==> src/rtl/md5_pkg.sv <==
// rtl/md5_pkg.sv - MD5 constants, FSM state type and index/byte-order helpers
package md5_pkg;

  typedef enum logic [1:0] {
    ST_IDLE = 2'd0,
    ST_RUN  = 2'd1,
    ST_DONE = 2'd2
  } state_e;

  localparam logic [31:0] IV_A = 32'h67452301;
  localparam logic [31:0] IV_B = 32'hefcdab89;
  localparam logic [31:0] IV_C = 32'h98badcfe;
  localparam logic [31:0] IV_D = 32'h10325476;

  localparam logic [31:0] K_TAB [64] = '{
    32'hd76aa478, 32'he8c7b756, 32'h242070db, 32'hc1bdceee,
    32'hf57c0faf, 32'h4787c62a, 32'ha8304613, 32'hfd469501,
    32'h698098d8, 32'h8b44f7af, 32'hffff5bb1, 32'h895cd7be,
    32'h6b901122, 32'hfd987193, 32'ha679438e, 32'h49b40821,
    32'hf61e2562, 32'hc040b340, 32'h265e5a51, 32'he9b6c7aa,
    32'hd62f105d, 32'h02441453, 32'hd8a1e681, 32'he7d3fbc8,
    32'h21e1cde6, 32'hc33707d6, 32'hf4d50d87, 32'h455a14ed,
    32'ha9e3e905, 32'hfcefa3f8, 32'h676f02d9, 32'h8d2a4c8a,
    32'hfffa3942, 32'h8771f681, 32'h6d9d6122, 32'hfde5380c,
    32'ha4beea44, 32'h4bdecfa9, 32'hf6bb4b60, 32'hbebfbc70,
    32'h289b7ec6, 32'heaa127fa, 32'hd4ef3085, 32'h04881d05,
    32'hd9d4d039, 32'he6db99e5, 32'h1fa27cf8, 32'hc4ac5665,
    32'hf4292244, 32'h432aff97, 32'hab9423a7, 32'hfc93a039,
    32'h655b59c3, 32'h8f0ccc92, 32'hffeff47d, 32'h85845dd1,
    32'h6fa87e4f, 32'hfe2ce6e0, 32'ha3014314, 32'h4e0811a1,
    32'hf7537e82, 32'hbd3af235, 32'h2ad7d2bb, 32'heb86d391
  };

  // Rotate amounts repeat every four steps within a round: index {round, step%4}
  localparam logic [4:0] S_TAB [16] = '{
    5'd7, 5'd12, 5'd17, 5'd22,
    5'd5, 5'd9,  5'd14, 5'd20,
    5'd4, 5'd11, 5'd16, 5'd23,
    5'd6, 5'd10, 5'd15, 5'd21
  };

  function automatic logic [4:0] shift_amt(input logic [5:0] i);
    return S_TAB[{i[5:4], i[1:0]}];
  endfunction

  // Message word used by step i; 4-bit arithmetic gives the mod-16 wrap for free
  function automatic logic [3:0] msg_index(input logic [5:0] i);
    case (i[5:4])
      2'd0:    return i[3:0];
      2'd1:    return i[3:0] * 4'd5 + 4'd1;
      2'd2:    return i[3:0] * 4'd3 + 4'd5;
      default: return i[3:0] * 4'd7;
    endcase
  endfunction

  function automatic logic [31:0] byteswap32(input logic [31:0] x);
    return {x[7:0], x[15:8], x[23:16], x[31:24]};
  endfunction

endpackage

==> src/rtl/md5_step.sv <==
// rtl/md5_step.sv - one combinational MD5 step
module md5_step
  import md5_pkg::*;
(
  input  logic [31:0] a_i,
  input  logic [31:0] b_i,
  input  logic [31:0] c_i,
  input  logic [31:0] d_i,
  input  logic [31:0] m_i,
  input  logic [5:0]  idx_i,
  output logic [31:0] a_o,
  output logic [31:0] b_o,
  output logic [31:0] c_o,
  output logic [31:0] d_o
);

  logic [31:0] f;
  logic [31:0] sum;
  logic [31:0] rot;
  logic [4:0]  sh;
  logic [5:0]  sh_inv;

  // Round function selected by the step's quarter, then add, rotate and shuffle
  always_comb begin
    f = 32'd0;
    case (idx_i[5:4])
      2'd0:    f = (b_i & c_i) | (~b_i & d_i);
      2'd1:    f = (d_i & b_i) | (~d_i & c_i);
      2'd2:    f = b_i ^ c_i ^ d_i;
      default: f = c_i ^ (b_i | ~d_i);
    endcase
    sum    = a_i + f + K_TAB[idx_i] + m_i;
    sh     = shift_amt(idx_i);
    sh_inv = 6'd32 - {1'b0, sh};
    rot    = (sum << sh) | (sum >> sh_inv);
    a_o    = d_i;
    b_o    = b_i + rot;
    c_o    = b_i;
    d_o    = c_i;
  end

endmodule

==> src/rtl/md5_iter_core.sv <==
// rtl/md5_iter_core.sv - iterative MD5 compression engine with valid/ready job interface
module md5_iter_core
  import md5_pkg::*;
#(
  parameter int ROUNDS_PER_CYCLE = 1,
  parameter int TAG_W            = 8
) (
  input  logic               clk,
  input  logic               reset_n,
  input  logic               en,
  input  logic               in_valid,
  output logic               in_ready,
  input  logic [511:0]       mesg,
  input  logic               chain_en,
  input  logic [127:0]       chain_in,
  input  logic [TAG_W-1:0]   tag_in,
  output logic               out_valid,
  input  logic               out_ready,
  output logic [127:0]       digest,
  output logic [TAG_W-1:0]   tag_out,
  output logic               busy
);

  localparam int R = ROUNDS_PER_CYCLE;

  if (!(R == 1 || R == 2 || R == 4 || R == 8 || R == 16)) begin : g_bad_rounds
    $error("md5_iter_core: ROUNDS_PER_CYCLE must be 1, 2, 4, 8 or 16");
  end

  state_e           state_q;
  logic [5:0]       i_q;
  logic [31:0]      m_q [16];
  logic [127:0]     init_q;
  logic [127:0]     abcd_q;
  logic [TAG_W-1:0] tag_q;
  logic [127:0]     digest_q;
  logic [TAG_W-1:0] tag_out_q;
  logic             out_valid_q;
  logic             busy_q;

  logic             accept;
  logic             last_step;
  logic [127:0]     init_d;
  logic [127:0]     abcd_d;
  logic [127:0]     sum_d;

  // A finished digest may leave on the same edge a new block arrives
  assign in_ready  = (state_q == ST_IDLE) || (state_q == ST_DONE && out_ready);
  assign accept    = in_valid && in_ready;
  assign init_d    = chain_en ? chain_in : {IV_A, IV_B, IV_C, IV_D};
  assign last_step = (i_q == 6'(64 - R));

  // R steps chained combinationally; stage k works on step i_q+k
  for (genvar k = 0; k < R; k++) begin : g_step
    logic [31:0] a_p, b_p, c_p, d_p;
    logic [31:0] a_n, b_n, c_n, d_n;
    logic [5:0]  idx;
    logic [31:0] mw;

    if (k == 0) begin : g_first
      assign {a_p, b_p, c_p, d_p} = abcd_q;
    end else begin : g_next
      assign {a_p, b_p, c_p, d_p} = {g_step[k-1].a_n, g_step[k-1].b_n,
                                     g_step[k-1].c_n, g_step[k-1].d_n};
    end

    assign idx = i_q + 6'(k);
    assign mw  = m_q[msg_index(idx)];

    md5_step u_step (
      .a_i  (a_p),
      .b_i  (b_p),
      .c_i  (c_p),
      .d_i  (d_p),
      .m_i  (mw),
      .idx_i(idx),
      .a_o  (a_n),
      .b_o  (b_n),
      .c_o  (c_n),
      .d_o  (d_n)
    );
  end

  assign abcd_d = {g_step[R-1].a_n, g_step[R-1].b_n, g_step[R-1].c_n, g_step[R-1].d_n};
  assign sum_d  = {init_q[127:96] + abcd_d[127:96], init_q[95:64] + abcd_d[95:64],
                   init_q[63:32]  + abcd_d[63:32],  init_q[31:0]  + abcd_d[31:0]};

  assign out_valid = out_valid_q;
  assign digest    = digest_q;
  assign tag_out   = tag_out_q;
  assign busy      = busy_q;

  // Job FSM: load on accept, iterate while enabled, hold result until drained
  always_ff @(posedge clk or negedge reset_n) begin
    if (!reset_n) begin
      state_q     <= ST_IDLE;
      i_q         <= 6'd0;
      for (int j = 0; j < 16; j++) m_q[j] <= 32'd0;
      init_q      <= 128'd0;
      abcd_q      <= 128'd0;
      tag_q       <= '0;
      digest_q    <= 128'd0;
      tag_out_q   <= '0;
      out_valid_q <= 1'b0;
      busy_q      <= 1'b0;
    end else begin
      if (accept) begin
        for (int j = 0; j < 16; j++) m_q[j] <= byteswap32(mesg[511-32*j -: 32]);
        init_q  <= init_d;
        abcd_q  <= init_d;
        tag_q   <= tag_in;
        i_q     <= 6'd0;
        busy_q  <= 1'b1;
        state_q <= ST_RUN;
      end
      case (state_q)
        ST_IDLE: ;
        ST_RUN: begin
          if (en) begin
            abcd_q <= abcd_d;
            i_q    <= i_q + 6'(R);
            if (last_step) begin
              digest_q    <= sum_d;
              tag_out_q   <= tag_q;
              out_valid_q <= 1'b1;
              busy_q      <= 1'b0;
              state_q     <= ST_DONE;
            end
          end
        end
        ST_DONE: begin
          if (out_ready) begin
            out_valid_q <= 1'b0;
            if (!accept) state_q <= ST_IDLE;
          end
        end
        default: state_q <= ST_IDLE;
      endcase
    end
  end

endmodule

==> config.mk <==
export PLATFORM = sky130hd
export DESIGN_NAME = md5_iter_core
export DESIGN_NICKNAME = d
export VERILOG_FILES = /design/src/rtl/md5_pkg.sv /design/src/rtl/md5_step.sv /design/src/rtl/md5_iter_core.sv
export SDC_FILE = /design/constraint.sdc
export NUM_CORES = 2
export LEC_CHECK = 0
export BUFFER_PORTS_ARGS = -buffer_cell sky130_fd_sc_hd__buf_2
export CAP_MARGIN = 20
export CELL_PAD_IN_SITES_DETAIL_PLACEMENT = 1
export CELL_PAD_IN_SITES_GLOBAL_PLACEMENT = 1
export CORE_UTILIZATION = 48
export DETAILED_ROUTE_END_ITERATION = 10
export PLACE_DENSITY = 0.91
export REMOVE_ABC_BUFFERS = 1
export SYNTH_ARGS = -nofsm -noshare
export SYNTH_HDL_FRONTEND = slang
export SYNTH_SLANG_ARGS = --single-unit
==> constraint.sdc <==
create_clock -name clk -period 27 [get_ports clk]
set_clock_uncertainty 0.1 [all_clocks]
set_input_delay 0 -clock clk [delete_from_list [all_inputs] [get_ports clk]]
set_output_delay 0 -clock clk [all_outputs]
set_load 0.01 [all_outputs]
==> reports/results.env, run 1 <==
GRT_START_MAX_NET_PINS=195
SYNTH-ASYNC-RESET-RATIO_PCT=100.0
GP_CONGESTION=0.9878
FLOORPLAN.DIE.WIDTH_UM=348.4
CTS.ROOT.BUFFER_CELL='sky130_fd_sc_hd__clkbuf_16'
TRITONCTS.NUM_BUFFERS=101
WIRE_LENGTH_OF_THE_FIRST_GLOBAL_ROUTING_PASS_MM=701.5
PIN_COUNT=793
SYNTH_CELLS=6653
CTS-ROOT-TO-SINK-BUFFERS=3
HTREEDEPTH=3
RUN.STOP_ERROR='[ERROR GRT-0116] Global routing finished with congestion. Check the congestion regions in the DRC Viewer.'
DIEHEIGHT_UM=348.4
SYNTH_AREA_LEADERS='sky130_fd_sc_hd__dfrtp_1 (40%), sky130_fd_sc_hd__nand2_1 (13%), sky130_fd_sc_hd__mux4_2 (5.9%), sky130_fd_sc_hd__ha_1 (4.8%), sky130_fd_sc_hd__o21ai_0 (3.2%)'
POSTSYNTHREGISTERBITS=922
YOSYS.AREA_SHARE.XOR_XNOR_PCT=3.287
YS_WARN_COUNT=0
POST-DP-HPWL_MM=172.1
YS.FLOP_TYPE='sky130_fd_sc_hd__dfrtp_1'
INITIAL_UTILIZATION_PCT=48.57
PORT-BUFFER-COUNT=792
POST_SYNTHESIS_INSTANCE_AREA_UM2=57590
DOMINANT_COMBINATIONAL_CELL_FAMILY_BY_AREA_AFTER_SYNTHESIS='simple AND/OR/NAND/NOR gates'
OUTCOME='stopped before the end'
PLACED_CELLS_INCL_TAPS=8700
SYNTH_AREA_IN_COMPOUND_GATES_PCT=17.29
LASTSTAGE='global routing (5_1_grt)'
SYNTHDISTINCTLIBCELLS=87
CTS_RESIZED=0
TRACK_USAGE_PCT=81.37
GRT_OVERFLOW_TOTAL=201
FIRST_GLOBAL_VIAS=87876
CTS.SINK_COUNT=922
SYN_AVG_CELL_AREA_UM2=8.656
POST_SYNTH_AND_OR_NAND_NOR_AREA_FRACTION_PCT=19.85
SYNTH_ENABLE_FLOP_CELLS=0
ROWS=126
YOSYSTOPAREACELLSHARE_PCT=40.07
SYNTH_MUX_AREA_SHARE_PCT=7.561
SYNTH_LARGEST_AREA_CELL='sky130_fd_sc_hd__dfrtp_1'
SYNTH_SEQ_AREA_SHARE_PCT=40.07
ADDER_CELL_SHARE_OF_THE_SYNTHESIZED_AREA_PCT=7.792
## synth_stat cells (9+ instances only)
master and instances:
sky130_fd_sc_hd__a221oi_1 71, sky130_fd_sc_hd__o21a_1 40, sky130_fd_sc_hd__a21o_1 69, sky130_fd_sc_hd__dfrtp_1 922
sky130_fd_sc_hd__mux2_2 34, sky130_fd_sc_hd__ha_1 221, sky130_fd_sc_hd__a21oi_1 277, sky130_fd_sc_hd__a211oi_1 59
sky130_fd_sc_hd__o311ai_0 16, sky130_fd_sc_hd__buf_2 17, sky130_fd_sc_hd__a31oi_1 120, sky130_fd_sc_hd__clkbuf_1 346
sky130_fd_sc_hd__o211a_1 9, sky130_fd_sc_hd__nor2_1 364, sky130_fd_sc_hd__nor3_1 60, sky130_fd_sc_hd__xor2_1 102
sky130_fd_sc_hd__nand2_1 2061, sky130_fd_sc_hd__maj3_1 30, sky130_fd_sc_hd__a22o_1 68, sky130_fd_sc_hd__a22oi_1 10
sky130_fd_sc_hd__nor2b_1 30, sky130_fd_sc_hd__and3_1 18, sky130_fd_sc_hd__o21bai_1 18, sky130_fd_sc_hd__buf_1 54
sky130_fd_sc_hd__xnor2_1 107, sky130_fd_sc_hd__nand3_1 121, sky130_fd_sc_hd__nand2b_1 47, sky130_fd_sc_hd__nor4_1 9
sky130_fd_sc_hd__o31ai_1 33, sky130_fd_sc_hd__o211ai_1 38, sky130_fd_sc_hd__fa_1 71, sky130_fd_sc_hd__mux4_2 150
sky130_fd_sc_hd__or3_1 22, sky130_fd_sc_hd__a211o_1 11, sky130_fd_sc_hd__o22ai_1 63, sky130_fd_sc_hd__and2_1 36
sky130_fd_sc_hd__o22a_1 66, sky130_fd_sc_hd__inv_1 202, sky130_fd_sc_hd__a311oi_1 11, sky130_fd_sc_hd__mux2i_1 57
sky130_fd_sc_hd__o221ai_1 67, sky130_fd_sc_hd__o21ai_0 371, sky130_fd_sc_hd__nand4_1 16
## stage by stage
step                      area, um2  TNS [ns]  utilization (%)  hold slack (ns)  setup WS [ns]
after floorplan               55980    -20.86                -          -0.3956        -0.4748
after global placement        62750         0            52.93          0.07792          11.71
after detailed placement      62750         0            52.93          0.07546          11.15
after CTS                     78840         0            66.50        0.0002596          11.13
## repair_timing
item | 4_1_cts
hold buffers | 1268
buffers inserted | 0
hold endpoints to repair | 892
## layer usage
layer	global-route usage, %	GRT overflow
met5	54.34	2
met4	77.79	102
met3	72.68	8
met2	93.58	87
met1	80.31	2
## cells by family after synthesis
group,Yosys count
adders and majority gates,322
and+or+nand+nor,2825
AOI/OAI and AO/OA,1502
buffers and inverters,628
xor gates and xnor gates,212
DFF,922
muxes,242
==> run 2, diff against run 1 <==
CELL_PAD_IN_SITES_DETAIL_PLACEMENT = not set   (was 1)
CELL_PAD_IN_SITES_GLOBAL_PLACEMENT = not set   (was 1)
CORE_UTILIZATION = 33   (was 48)
PLACE_DENSITY = not set   (was 0.91)
PLACE_DENSITY_LB_ADDON = 0.15   (was not set)
==> run 2 against run 1 <==
The flow now finishes without violations. Synthesized area unchanged. Synthesized cell count unchanged.
==> reports/results.env, run 2 <==
PLACED_CELL_AREAS_UM2=63720
SYN2LAYOUT_AREA_GROWTH_PCT=40.48
OUTCOME='finished, final reports clean'
SYNTH_SEQ_AREA_SHARE_PCT=40.07
SYNTH_TOP_CELLS_BY_COUNT='sky130_fd_sc_hd__nand2_1 (2061), sky130_fd_sc_hd__dfrtp_1 (922), sky130_fd_sc_hd__o21ai_0 (371)'
INITIAL_UTILIZATION_PCT=33.38
YS_WARN_COUNT=0
DIEHEIGHT_UM=419.7
PORT-BUFFER-COUNT=792
FIRST_GLOBAL_VIAS=61252
POST-SYNTH-TOP-COUNT-CELL='sky130_fd_sc_hd__nand2_1'
MAX_FFS_PER_REGISTER=512
SYNTH_LARGEST_AREA_CELL='sky130_fd_sc_hd__dfrtp_1'
FINAL_CELLS=10969
HTREEDEPTH=3
POSTSYNTHREGISTERBITS=922
FLOORPLAN.DIE.WIDTH_UM=419.7
CTS.ROOT.BUFFER_CELL='sky130_fd_sc_hd__clkbuf_16'
LAYOUT_WORST_PATH_CYCLE_SHARE_PCT=58.82
GRT_START_MAX_NET_PINS=177
LEAST_MARGIN_PIN_SLEW_NS=1.325
POST_SYNTH_AND_OR_NAND_NOR_AREA_FRACTION_PCT=19.85
RSZ0062_AT_GRT='false'
WORST_SKEW_PAIR.LATE_LATENCY_NS=0.77
SYNTH_ENABLE_FLOP_CELLS=0
CTSHOLDBUFFERS=1331
FINISH.NET_COUNT=9510
RELSLEWSLACK_PCT=10.76
FILLER_CELL_COUNT=16200
GP_CONGESTION=0.9596
SYNTHDISTINCTLIBCELLS=87
CP_TOP_FAMILY='compound AO/OA/AOI/OAI gates'
CAP_VIOLATIONS=0
SYNTH-ASYNC-RESET-RATIO_PCT=100.0
CRIT_BUF_INV=5
CTS-ROOT-TO-SINK-BUFFERS=3
POST_SYNTHESIS_INSTANCE_AREA_UM2=57590
HOLD_VIOL_FINAL=0
DRT_WL_TOTAL_MM=249.6
CTS.REPORTEDPATHS.CLKPINSLEW_NS=0.07
FINAL_SLEW_VIOL_COUNT=0
FIRST_ITER_VIOLATIONS=4472
FINAL_LAYOUT_SIZE_SUFFIX_GT1_SHARE_PCT=15.10
WIRE_LENGTH_OF_THE_FIRST_GLOBAL_ROUTING_PASS_MM=378.0
PLACE_WS_NS=11.31
VIA_PER_INST=5.335
ROUTED_WIRE_LENGTH_PER_INSTANCE_UM=22.76
CRIT_PATH_START_KIND='register'
MAX_FREQ_GHz=0.06296
TRITONCTS='built'
SYNTH_CELLS=6653
SYN_AVG_CELL_AREA_UM2=8.656
GRT_ANTENNA_BEFORE_REPAIR=10
SYNTH_MUX_AREA_SHARE_PCT=7.561
SYNTH_AREA_IN_COMPOUND_GATES_PCT=17.29
END_KIND='register'
POST-DP-HPWL_MM=170.3
FINAL_STANDARD_CELL_AREA_WITHOUT_FILLERS_UM2=80900
YOSYS.AREA_SHARE.XOR_XNOR_PCT=3.287
ROWS=152
TRACK_USAGE_PCT=28.02
SYNTH_AREA_LEADERS='sky130_fd_sc_hd__dfrtp_1 (40%), sky130_fd_sc_hd__nand2_1 (13%), sky130_fd_sc_hd__mux4_2 (5.9%), sky130_fd_sc_hd__ha_1 (4.8%), sky130_fd_sc_hd__o21ai_0 (3.2%)'
MOST-COMMON-LAYOUT-CELLS='sky130_fd_sc_hd__nand2_1 (2059), sky130_fd_sc_hd__dlygate4sd3_1 (1330), sky130_fd_sc_hd__dfrtp_1 (918), sky130_fd_sc_hd__buf_2 (792), sky130_fd_sc_hd__o21ai_0 (368)'
GRT_OVERFLOW_TOTAL=0
ADDER_CELL_SHARE_OF_THE_SYNTHESIZED_AREA_PCT=7.792
SUM_OF_NEGATIVE_SETUP_SLACK_NS=0
CTS_RESIZED=0
PLACED_CELLS_INCL_TAPS=9430
CTS.SINK_COUNT=922
FINAL-SETUP-VIOL-COUNT=0
MIN-DELAY-PATH-CLASS='input port to register'
PIN_COUNT=793
CP_DATA_REQUIRED_TIME_NS=27.53
FIRST_PASS_ITERS=5
REMAINING_DRC_ERRORS=0
YS.FLOP_TYPE='sky130_fd_sc_hd__dfrtp_1'
SLOWEST_DELAY_NS=1.01
POST-CTS-SETUP-BUFFER-COUNT=0
DOMINANT_COMBINATIONAL_CELL_FAMILY_BY_AREA_AFTER_SYNTHESIS='simple AND/OR/NAND/NOR gates'
FINAL_COMMON_CELL='sky130_fd_sc_hd__nand2_1'
MAX_FLOP_REGISTER='m_q'
FP.DIEAREA_UM2=176200
CRITICAL_PATH_PEAK_FANOUT=90
LAYOUT_MIN_CYCLE_TIME_NS=15.88
YOSYSTOPAREACELLSHARE_PCT=40.07
POSTLAYOUTSETUPSLACKWORST_NS=11.12
DRT.ANTENNA.VIOLATING_NETS=0
TIMING.CRITICAL_PATH.ARRIVAL_NS=16.41
DETAILROUTE.VIA_COUNT=58516
CORE_AREA_UM2=172500
WORST-SETUP-PATH-TYPE='register to register'
CRITPATHSLOWESTCELL='sky130_fd_sc_hd__o21ai_0'
TRITONCTS.NUM_BUFFERS=108
-- run 2: cell counts after synthesis --
Identical to the previous run, type by type.
-- run 2: path summary, 6_finish.rpt --
check | start | to | slack [ns] | depth (start not counted)
min reg2reg | m_q[438] | m_q[438] | 0.37 | 2
max in group asynchronous | reset_n | tag_out[0] | 21.63 | 9
max | i_q[0] | digest[95] | 11.12 | 52
min in group asynchronous | reset_n | m_q[380] | 0.35 | 4
max reg2reg | i_q[0] | digest[95] | 11.12 | 52
min | chain_in[115] | abcd_q[115] | 0.04 | 4
-- run 2: cells by family (layout without fill, tap and decap cells) --
family / count (synthesis) / count (layout)
multiplexers: 242 / 242
flip-flops: 922 / 922
buffers and inverters: 628 / 2625
AO/OA/AOI/OAI: 1502 / 1502
other: 0 / 9
XOR/XNOR: 212 / 212
adder cells (fa/ha/maj): 322 / 322
AND/OR/NAND/NOR: 2825 / 2825
-- run 2: layout make-up --
class,count,area (um2),area share (%)
Timing Repair Buffer,2221,18120,22.41
Multi-Input combinational cell,5103,32250,39.87
Tap cell,2310,2890,3.573
Clock inverter,49,649.4,0.8027
Sequential cell,922,23080,28.54
Inverter,208,780.7,0.9651
Antenna cell,9,22.52,0.02784
Clock buffer,147,3090,3.820
-- run 2: tightest hold or removal path, cell delays in order --
cell and delay (ns):
sky130_fd_sc_hd__dlygate4sd3_1 0.55, sky130_fd_sc_hd__buf_2 0.12, sky130_fd_sc_hd__a221oi_1 0.06, sky130_fd_sc_hd__a21oi_1 0.12
-- run 2: metal layers --
| metal | part of all wire [%] | up-vias | global-route usage (%) |
|---|---|---|---|
| met1 | 42 | 28907 | 36.06 |
| met4 | 4.2 | 6 | 11.39 |
| met3 | 4.7 | 559 | 3.798 |
| met5 | 0.014 | - | 0.02779 |
| li1 | - | 27015 | - |
| met2 | 49 | 2029 | 47.23 |
-- run 2: through the flow --
step | util [%] | hold slack [ns]
final | 46.90 | 0.03587
after global routing | 46.89 | 0.02220
after CTS | 46.84 | 0.0002867
after detailed placement | 36.94 | -0.03491
after global placement | 36.93 | -0.03883
after floorplan | - | -0.3956
Power of run 2 is left out: the tool's default activity adds up to more than one toggle a clock period on the data nets, which glitch-free logic cannot reach.
